## src/rtl/display_scan_ctrl.sv

```systemverilog
// display_scan_ctrl: multiplexed 4-digit display scanner with a freeze/hold register.
//
// Each digit is dark for BLANK_CYC cycles, then lit for DIV cycles. The digit index
// then advances modulo 4. frame_done marks the first cycle of a new frame, that is,
// the cycle in which digit has just wrapped from 3 to 0. Dropping enable returns the
// scanner to an idle, blanked digit 0.
// A rising edge on freeze captures t_bcd into t_hold and raises stop. A falling edge
// on freeze clears stop. This logic runs independently of the scan state.
//
// Ports:
//   clk         system clock, rising-edge
//   reset_n     asynchronous active-low reset
//   enable      scan enable (level)
//   t_bcd       live time value, three BCD nibbles
//   freeze      freeze request (level)
//   digit       index of the digit being driven, 0..3
//   blank       all digit enables off while high
//   stop        display shows t_hold instead of t_bcd while high
//   t_hold      time value captured on the freeze rising edge
//   frame_done  one-cycle pulse marking the digit 3 -> 0 wrap
module display_scan_ctrl #(
  parameter int unsigned DIV       = 50000,
  parameter int unsigned BLANK_CYC = 500
) (
  input  logic        clk,
  input  logic        reset_n,
  input  logic        enable,
  input  logic [11:0] t_bcd,
  input  logic        freeze,
  output logic [1:0]  digit,
  output logic        blank,
  output logic        stop,
  output logic [11:0] t_hold,
  output logic        frame_done
);

  localparam logic [1:0] StIdle  = 2'd0;
  localparam logic [1:0] StBlank = 2'd1;
  localparam logic [1:0] StOn    = 2'd2;

  localparam logic [15:0] DivLast   = 16'(DIV - 1);
  localparam logic [15:0] BlankLast = (BLANK_CYC == 0) ? 16'd0 : 16'(BLANK_CYC - 1);
  // With no blanking interval, the scanner moves from one lit interval directly to the next.
  localparam logic [1:0]  StLit     = (BLANK_CYC == 0) ? StOn : StBlank;

  logic [1:0]  state_q, state_d;
  logic [15:0] cnt_q, cnt_d;
  logic [1:0]  digit_q, digit_d;
  logic        frame_done_q, frame_done_d;
  logic        freeze_q;
  logic        stop_q;
  logic [11:0] t_hold_q;

  always_comb begin
    state_d      = state_q;
    cnt_d        = cnt_q;
    digit_d      = digit_q;
    frame_done_d = 1'b0;
    case (state_q)
      StIdle: begin
        if (enable) begin
          state_d = StLit;
          cnt_d   = 16'd0;
          digit_d = 2'd0;
        end
      end
      StBlank: begin
        if (!enable) begin
          state_d = StIdle;
          cnt_d   = 16'd0;
          digit_d = 2'd0;
        end else if (cnt_q == BlankLast) begin
          state_d = StOn;
          cnt_d   = 16'd0;
        end else begin
          cnt_d = cnt_q + 16'd1;
        end
      end
      StOn: begin
        if (!enable) begin
          // Abort takes priority, so no frame_done pulse on the wrap cycle.
          state_d = StIdle;
          cnt_d   = 16'd0;
          digit_d = 2'd0;
        end else if (cnt_q == DivLast) begin
          state_d      = StLit;
          cnt_d        = 16'd0;
          digit_d      = digit_q + 2'd1;
          frame_done_d = (digit_q == 2'd3);
        end else begin
          cnt_d = cnt_q + 16'd1;
        end
      end
      default: begin
        state_d = StIdle;
        cnt_d   = 16'd0;
        digit_d = 2'd0;
      end
    endcase
  end

  always_ff @(posedge clk or negedge reset_n) begin
    if (!reset_n) begin
      state_q      <= StIdle;
      cnt_q        <= 16'd0;
      digit_q      <= 2'd0;
      frame_done_q <= 1'b0;
    end else begin
      state_q      <= state_d;
      cnt_q        <= cnt_d;
      digit_q      <= digit_d;
      frame_done_q <= frame_done_d;
    end
  end

  always_ff @(posedge clk or negedge reset_n) begin
    if (!reset_n) begin
      freeze_q <= 1'b0;
      stop_q   <= 1'b0;
      t_hold_q <= 12'h000;
    end else begin
      freeze_q <= freeze;
      if (freeze && !freeze_q) begin
        stop_q   <= 1'b1;
        t_hold_q <= t_bcd;
      end else if (!freeze && freeze_q) begin
        stop_q <= 1'b0;
      end
    end
  end

  assign digit      = digit_q;
  assign blank      = (state_q != StOn);
  assign frame_done = frame_done_q;
  assign stop       = stop_q;
  assign t_hold     = t_hold_q;

endmodule
```

## config.mk

```make
export PLATFORM = sky130hd
export DESIGN_NAME = display_scan_ctrl
export DESIGN_NICKNAME = d
export VERILOG_FILES = /design/src/rtl/display_scan_ctrl.sv
export SDC_FILE = /design/constraint.sdc
export NUM_CORES = 1
export LEC_CHECK = 0
export ABC_AREA = 1
export BUFFER_PORTS_ARGS = -buffer_cell sky130_fd_sc_hd__buf_2
export CAP_MARGIN = 15
export CORE_AREA = 2 2 59 61
export CTS_BUF_LIST = sky130_fd_sc_hd__clkbuf_2
export CTS_CLUSTER_SIZE = 25
export DETAILED_ROUTE_END_ITERATION = 12
export DIE_AREA = 0 0 61 63
export HOLD_SLACK_MARGIN = 0.05
export PLACE_DENSITY = 0.94
export SLEW_MARGIN = 10
export SYNTH_ARGS = -nofsm -noshare
export SYNTH_HDL_FRONTEND = slang
export SYNTH_SLANG_ARGS = --single-unit
```

## constraint.sdc

```tcl
create_clock -name clk -period 3.6 [get_ports clk]
set_input_delay 0.72 -clock clk [delete_from_list [all_inputs] [get_ports clk]]
set_output_delay 0.72 -clock clk [all_outputs]
set_load 0.005 [all_outputs]
```

==> metrics.csv, run 1 <==
metric;value;unit
worst hold-check path type;in2async;
CP Class;reg2reg;
Iteration-0 DRC Markers;103;
CTS buffer count;5;
post-synthesis cell type count;25;
Die Y;63;um
DR vias;1713;
clock slew at reported path FFs;180;ps
GR Util met3;6.00;%
Register-to-Register Path Depth;8;
Lkg Pwr;1.10;nW
die width;61;um
grt met1 use;32.0;%
CTS resizes;0;
Worst Setup Start Kind;flop;
Mapped Cells;248;
Root Buffer;clkbuf_2;
Port Buf Inserts;32;
antenna violations before repair;0;
Rel. slew slack;50.6;%
per-cell routed wire length;11.6;um
Place WS;1430;ps
layout cell share with drive strength beyond 1;19.4;%
Peak Freq;0.495;GHz
hpwl dp;2930;um
Post-Syn Area;1900;um2
drt first pass iters;4;
Slowest cell on crit path;dfrtp_1;
CP Cell Sequence;inv_1 -> ha_1 -> nand2_1 -> inv_2 -> nor2_1 -> nand3_1 -> o21ai_0 -> a21oi_1;
Filler Cells Inserted;273;
die area;3840;um2
VDD IR max;0.322;mV
antenna-violating nets left;0;
sequential-to-total area share from yosys stat;46.1;%
global route hottest layer;met2;
Hold-fix buffers, CTS;0;
multi-input logic area;922;um2
core area;3230;um2
IO Pins;33;
worst-path fanout max;16;
Slew Viols, Final;0;
sequential cell area;876;um2
starting density of the core;58.8;%
Placer Congestion;0.917;
vias in the first global route;1710;
first-pass GRT wire length;6990;um
CP required;3870;ps
RSZ-0062 raised after global routing;false;
setup slack after layout;1580;ps
final WL;3830;um
Synth Warn #;0;
Pwr Density;415;nW/um2
number of setup buffers added after CTS;0;
Worst Skew;9.79;ps
GR Overflow Total;0;
largest net degree at the start of global routing;36;
final hold vios;0;
via density per instance;5.19;
Core Rows;21;
ANT cells;0;
# H-tree levels;2;
TritonCTS clock tree;done;
final setup vio count;0;
Worst Tran Pin Value;740;ps
# Max-Cap Violations;0;
highest-count cells in the layout ignoring fill and taps;89 x nand2_1, 35 x dfrtp_1, 32 x buf_2;
Worst-Skew Late Latency;380;ps
number of clock sinks seen by CTS;35;
Slowest Stage Delay on Critical Path;430;ps
Avg Inst Size Synth;7.66;um2
endpoint type of the worst setup path;flop;
final core occ;66.4;%
Final #Nets;306;
status;completed;
CTS max path bufs;2;
drt drc;0;
#FFs+latches synth;35;
crit share post-route;56.1;%
met2 Track Usage GR;36.6;%
CP arrival;2290;ps
syn_nets;271;
Area Growth Syn to Fin;12.8;%
Overall Global Routing Usage;24.0;%
most common cell after layout, fill and taps aside;nand2_1;
Fin Setup TNS;0;ps
Final min period;2020;ps
-- sequential cells by signal, indices dropped and copies added, names as in the netlist --
register and cells:
cnt_q 16, digit 2, frame_done 1, freeze_q 1, state_q 2, stop 1
t_hold 12
-- worst paths after layout --
kind	slack, ps	end	start
worst min-delay path	370	cnt_q[5]	reset_n
worst max-delay path	1580	cnt_q[7]	state_q[0]
min in group clk	460	freeze_q	freeze
max in group asynchronous	2760	state_q[1]	reset_n
worst min register to register	500	t_hold[4]	t_hold[4]
worst max register to register	1580	cnt_q[7]	state_q[0]
-- critical path: cells and delay by family, from the launching register on --
| family | cells | cell delay, ps |
|---|---|---|
| AO/OA/AOI/OAI | 2 | 250 |
| adder cells (fa/ha/maj) | 1 | 200 |
| flip-flops | 1 | 430 |
| buffers and inverters | 2 | 330 |
| AND/OR/NAND/NOR | 3 | 700 |
-- final cells by class --
type | count | share of cell area (%)
repair buffers | 32 | 7.47
clock inverters | 2 | 0.583
flip-flops and latches | 35 | 40.8
clock buffers | 6 | 1.40
multi-input cells | 186 | 43.0
well taps | 46 | 2.68
inverters | 23 | 4.03
-- routing by layer --
metal / wire length (um) / vias up / part of all wire [%]
met3: 212 / 6 / 5.5
met5: 0 / - / 0
met4: 50 / 0 / 1.3
met2: 1890 / 60 / 49
li1: - / 862 / -
met1: 1670 / 785 / 44
-- report_power, final --
group / switching [mW] / internal [mW] / total, mW
combinational: 0.173 / 0.0835 / 0.256
clock: 0.130 / 0.0495 / 0.180
sequential: 0.0265 / 0.428 / 0.454
-- synthesized netlist by cell type, drive strengths merged --
cell    count  area (um2)
a21oi       8        40.0
and3        1        6.26
buf         1        5.00
clkbuf      3        11.3
dfrtp      35         876
ha          7        87.6
inv        23        86.3
nand2      96         388
nand3      13        70.1
nand4       6        37.5
nor2       28         135
nor3        4        20.0
nor4        1        6.26
o211ai      1        7.51
o21ai      14        70.1
o21bai      2        15.0
o22ai       1        6.26
or2         1        6.26
xor2        3        26.3
-- cells by family (layout without fill, tap and decap cells) --
group	Yosys count	after routing	share of synthesized area (%)
and+or+nand+nor	150	150	35.2
DFF	35	35	46.1
AOI/OAI and AO/OA	26	26	7.31
buffers and inverters	27	63	5.40
xor gates and xnor gates	3	3	1.38
adders and majority gates	7	7	4.61
-- stage by stage --
| stage | instances | instance area (um2) | total power, mW | hold slack, ps |
|---|---|---|---|---|
| 6_report | 330 | 2140 | 0.890 | 372 |
| 5_1_grt | 330 | 2140 | 0.956 | 407 |
| 4_1_cts | 330 | 2140 | 0.900 | 373 |
| 3_5_place_dp | 322 | 2100 | 0.715 | 462 |
| 3_3_place_gp | 322 | 2100 | 0.705 | 454 |
| 2_1_floorplan | 248 | 1900 | 0.634 | 424 |
No activity file was read; power rests on OpenSTA's default activity.
==> run 2, diff against run 1 <==
--- a/config.mk
+++ b/config.mk
@@ -5,16 +5,16 @@
 export SDC_FILE = /design/constraint.sdc
 export NUM_CORES = 1
 export LEC_CHECK = 0
-export ABC_AREA = 1
+export ABC_AREA = 0
 export BUFFER_PORTS_ARGS = -buffer_cell sky130_fd_sc_hd__buf_2
 export CAP_MARGIN = 15
-export CORE_AREA = 2 2 59 61
+export CORE_AREA = 2 2 61 63
 export CTS_BUF_LIST = sky130_fd_sc_hd__clkbuf_2
 export CTS_CLUSTER_SIZE = 25
 export DETAILED_ROUTE_END_ITERATION = 12
-export DIE_AREA = 0 0 61 63
+export DIE_AREA = 0 0 63 65
 export HOLD_SLACK_MARGIN = 0.05
-export PLACE_DENSITY = 0.94
+export PLACE_DENSITY = 0.86
 export SLEW_MARGIN = 10
 export SYNTH_ARGS = -nofsm -noshare
 export SYNTH_HDL_FRONTEND = slang
==> constraint.sdc (replaced) <==
create_clock -name clk -period 1.85 [get_ports clk]
set_input_delay 0.37 -clock clk [delete_from_list [all_inputs] [get_ports clk]]
set_output_delay 0.37 -clock clk [all_outputs]
set_load 0.005 [all_outputs]
==> metrics.csv, run 2 <==
metric;value;unit
status;complete, but fails checks;
failing checks;negative setup slack;
# Max-Cap Violations;0;
Worst Setup Start Kind;flop;
ANT cells;0;
Filler Cells Inserted;251;
Root Buffer;clkbuf_2;
final setup vio count;15;
final core occ;64.1;%
max layer used;met4;
die area;4100;um2
number of synthesized flops with an enable pin;0;
Placer Congestion;0.847;
drt drc;0;
crit share post-route;103;%
metal2 WL;1910;um
Post-Syn Area;1700;um2
Area Growth Syn to Fin;32.1;%
Synth Warn #;0;
max reg flops;16;
Top reg by flops;cnt_q;
synth top area cells;dfrtp_1 52%, mux2_2 8.6%, ha_1 5.2%;
# H-tree levels;2;
CP Capture Point;state_q[1];
Avg Inst Size Synth;11.1;um2
Pwr Density;935;nW/um2
Slew Viols, Final;0;
layout cell share with drive strength beyond 1;42.9;%
DR vias;1390;
Worst-Skew Late Latency;380;ps
first-pass GRT wire length;6400;um
most frequent cell after synthesis;dfrtp_1;
R2R Setup Slk;-60;ps
starting density of the core;48.5;%
CP required;2140;ps
Worst Tran Pin Value;547;ps
Crit Reg-Reg Startpoint;cnt_q[7];
CP arrival;2190;ps
sequential-to-total area share from yosys stat;51.7;%
hpwl dp;2560;um
vias in the first global route;1394;
TritonCTS clock tree;done;
#FFs+latches synth;35;
GR Overflow Total;0;
syn_nets;176;
antenna-violating nets left;0;
CP Class;reg2reg;
Die Y;65;um
Lkg Pwr;1.05;nW
met3 WL;249;um
Async S/R FF share, synth;100;%
IO Pins;33;
Worst Skew;7.08;ps
final hold vios;0;
CTS max path bufs;2;
highest-count cells in the layout ignoring fill and taps;35 x dfrtp_1, 32 x buf_2, 25 x buf_4;
number of clock sinks seen by CTS;35;
Final min period;1910;ps
final WL;3860;um
RR Endpoint;state_q[1];
core area;3500;um2
post-synth top area cell;dfrtp_1;
most common cell after layout, fill and taps aside;dfrtp_1;
Final #Nets;239;
post-synthesis cell type count;37;
ys flop type;dfrtp_1;
hold slack;117;ps
commonest cells in the netlist;35 x dfrtp_1, 14 x nor2_1, 13 x mux2_2;
worst-path fanout max;4;
Yosys top cell area share;51.7;%
Rel. slew slack;63.5;%
endpoint type of the worst setup path;flop;
Overall Global Routing Usage;20.2;%
via density per instance;5.25;
setup slack after layout;-59.2;ps
worst hold-check path type;in2reg;
Mapped Cells;153;
RSZ-0062 raised after global routing;true;
Port Buf Inserts;32;
die width;63;um
DRT met1 WL;1620;um
CTS buffer count;5;
drt first pass iters;4;
Peak Freq;0.524;GHz
Final Total Pwr;2.10;mW
VDD IR max;0.420;mV
Core Rows;22;
worst setup path startpoint;cnt_q[7];
Register-to-Register Path Depth;5;
antenna violations before repair;0;
Fin Setup TNS;-286;ps
per-cell routed wire length;14.6;um
Iteration-0 DRC Markers;96;
clock slew at reported path FFs;170;ps
largest net degree at the start of global routing;36;
run 2: changes by cell type after synthesis, sizes merged, moves of 3 or more:
cell    previous run  this run
buf                1         4
clkbuf             3         0
inv               23         7
mux2               0        13
nand2             96         9
nand3             13         9
nor2              28        15
o21ai             14         5
xnor2              0         5
run 2: cells by family (layout without fill, tap and decap cells):
group / count (synthesis) / after routing / synth area share (%)
simple gates: 57 / 58 / 19.2
flops: 35 / 35 / 51.7
compound gates: 19 / 19 / 6.79
mux: 14 / 14 / 9.23
buf+inv: 11 / 74 / 2.80
xor+xnor: 10 / 10 / 5.17
fa+ha+maj: 7 / 7 / 5.17
run 2: worst min path at each step:
| stage | startpoint | to | slack, ps | depth (start not counted) |
|---|---|---|---|---|
| after floorplan | reset_n | cnt_q[0] | 70 | 0 |
| after global placement | reset_n | state_q[1] | 420 | 2 |
| after detailed placement | reset_n | state_q[1] | 430 | 2 |
| after CTS | freeze | freeze_q | 100 | 1 |
| after global routing | freeze | freeze_q | 80 | 1 |
| final | freeze | freeze_q | 120 | 1 |
run 2: final cells by class:
cell class / instances / area, um2 / area share, %
Sequential cell: 35 / 876 / 39.1
Inverter: 7 / 26.3 / 1.17
Clock inverter: 3 / 38.8 / 1.73
Clock buffer: 5 / 25.0 / 1.12
Multi-Input combinational cell: 108 / 845 / 37.7
Timing Repair Buffer: 59 / 369 / 16.5
Tap cell: 48 / 60.1 / 2.68
run 2: power breakdown:
group          internal (mW)  total (mW)  switching (mW)
clock                  0.222       0.474           0.252
combinational          0.321       0.702           0.380
sequential             0.854       0.919          0.0653
run 2: layer usage:
layer  vias to the layer above  global-route usage (%)
met5                         -                       0
met3                         9                    6.60
met2                        60                    34.3
met4                         0                    6.39
met1                       656                    24.4
li1                        665                       -
run 2: stage by stage:
step,setup WS (ps),cell area (um2),instances
6_report,-59.2,2240,265
5_1_grt,-162,2240,265
4_1_cts,-21.7,2180,261
3_5_place_dp,-95.4,2080,250
3_3_place_gp,-43.6,2080,250
2_1_floorplan,5.47,1720,153
run 2: worst max-delay path, cell delays in order (launching register included):
cell	delay [ps]
dfrtp_1	420
or4b_4	570
nor4_4	250
buf_4	170
o21ai_2	110
o41ai_2	300
run 2: timing repair:
action                                  in CTS  in global routing
endpoints found under the setup margin      19                 21
gates resized for setup                      5                  6
pin swaps                                    5                  2
hold buffers                                 1                  0
endpoints found under the hold margin       35                  0
setup buffers                                1                  4
cloned                                       1                  0
==> run 3, diff against run 2 <==
--- a/config.mk
+++ b/config.mk
@@ -14,7 +14,8 @@
 export DETAILED_ROUTE_END_ITERATION = 12
 export DIE_AREA = 0 0 63 65
 export HOLD_SLACK_MARGIN = 0.05
-export PLACE_DENSITY = 0.86
+export PLACE_DENSITY = 0.76
+export RECOVER_POWER = 25
 export SLEW_MARGIN = 10
 export SYNTH_ARGS = -nofsm -noshare
 export SYNTH_HDL_FRONTEND = slang
==> metrics.csv, run 3 (same netlist as run 2, synthesis figures left out) <==
metric;value;unit
CP Capture Point;cnt_q[12];
clock slew at reported path FFs;180;ps
worst setup path startpoint;cnt_q[5];
first-pass GRT wire length;6160;um
vias in the first global route;1337;
CTS max path bufs;2;
CP top delay family;simple AND/OR/NAND/NOR gates;
final WL;3680;um
Final min period;1920;ps
Area Growth Syn to Fin;27.8;%
CP arrival;2200;ps
most common cell after layout, fill and taps aside;dfrtp_1;
Iteration-0 DRC Markers;78;
Placer Congestion;0.887;
endpoint type of the worst setup path;flop;
Slowest Stage Delay on Critical Path;550;ps
Clock Power Share;23.4;%
Final Total Pwr;2.02;mW
largest net degree at the start of global routing;36;
antenna-violating nets left;0;
Final #Nets;232;
CP required;2130;ps
crit share post-route;104;%
worst hold-check path type;in2async;
DR vias;1358;
RR Endpoint;cnt_q[12];
Worst Setup Start Kind;flop;
Place WS;-82.7;ps
hold slack;52.6;ps
Register-to-Register Path Depth;6;
drt first pass iters;4;
worst-path fanout max;12;
Worst Skew;13.4;ps
Gate power share;31.0;%
sequential share of power;45.6;%
GR Overflow Total;0;
Die Y;65;um
CTS buffer count;5;
starting density of the core;48.5;%
RSZ-0062 raised after global routing;true;
die width;63;um
Rel. slew slack;43.5;%
final hold vios;0;
Hold-fix buffers, CTS;0;
final setup vio count;18;
Sw Share;33.4;%
Pwr Density;933;nW/um2
number of clock sinks seen by CTS;35;
CP Class;reg2reg;
Slowest cell on crit path;or4b_4;
core area;3500;um2
CP Cell Sequence;or4b_4 -> nor4_4 -> o22ai_1 -> buf_6 -> nor2_4 -> nor2_1;
# H-tree levels;2;
Peak Freq;0.520;GHz
IO Pins;33;
Int Power;1.35;mW
via density per instance;5.26;
# Max-Cap Violations;0;
Root Buffer;clkbuf_2;
Top reg by flops;cnt_q;
max reg flops;16;
TritonCTS clock tree;done;
Overall Global Routing Usage;19.6;%
WP buf/inv;1;
Worst-Skew Late Latency;380;ps
Crit Reg-Reg Startpoint;cnt_q[5];
antenna violations before repair;0;
failing checks;negative setup slack;
switching pwr;0.674;mW
Port Buf Inserts;32;
highest-count cells in the layout ignoring fill and taps;35 x dfrtp_1, 30 x buf_2, 19 x buf_4;
Worst Tran Pin Value;847;ps
die area;4100;um2
Lkg Pwr;1.01;nW
hpwl dp;2750;um
drt drc;0;
per-cell routed wire length;14.3;um
Core Rows;22;
Crit path depth;6;
ANT cells;0;
status;complete, but fails checks;
VDD IR max;0.393;mV
setup slack after layout;-74.9;ps
layout cell share with drive strength beyond 1;39.5;%
Slew Viols, Final;0;
R2R Setup Slk;-70;ps
==> run 3: changes by cell type in the layout (fill, tap and decap cells not counted), sizes merged <==
cell	before	now
buf	58	50
clkbuf	5	7
dlygate4sd3	1	0
==> run 3: area by class of cell <==
type                    instances  area (um2)
fillers                       297        1330
flip-flops and latches         35         876
multi-input cells             108         828
repair buffers                 52         313
well taps                      48        60.1
clock inverters                 3        38.8
inverters                       7        26.3
clock buffers                   5        25.0
==> run 3: per-stage QoR <==
stage	cell area (um2)	util (%)	TNS, ps	cells
after floorplan	1720	-	0	153
after global placement	2050	58.7	0	247
after detailed placement	2050	58.7	-932	247
after CTS	2150	61.5	-396	257
after global routing	2170	62.0	-2250	258
final	2170	62.0	-762	258
==> run 3: power groups by stage <==
stage	Sequential (mW)	Combinational [mW]	Clock, mW
2_1_floorplan	0.931	0.360	0
3_3_place_gp	0.923	0.523	0
3_5_place_dp	0.934	0.559	0
4_1_cts	0.919	0.607	0.481
5_1_grt	0.936	0.690	0.520
6_report	0.922	0.626	0.473
==> run 3: worst min path at each step <==
stage / startpoint / endpoint / cells after the start
2_1_floorplan: reset_n / cnt_q[0] / 0
3_3_place_gp: reset_n / digit[1] / 1
3_5_place_dp: reset_n / digit[1] / 1
4_1_cts: reset_n / digit[1] / 1
5_1_grt: freeze / freeze_q / 1
6_report: reset_n / digit[1] / 1
==> run 3: what timing repair did <==
item                                   in CTS  in global routing
pin swaps                                   2                  1
setup endpoints to repair                  19                 20
buffers inserted                            1                  1
gates resized for setup                     5                  2
endpoints found under the hold margin       0                  0
gates cloned                                1                  0
==> run 3: worst register-to-register path, stage by stage, from the launching register on <==
cell     delay [ps]
dfrtp_1         420
or4b_4          550
nor4_4          290
o22ai_1         160
buf_6           180
nor2_4          160
nor2_1           70
==> run 3: per-layer routing <==
metal / share of wire, % / global-route usage (%)
met4: 1.5 / 6.39
met3: 5.1 / 6.60
met1: 44 / 23.6
met5: 0 / 0
met2: 50 / 33.1
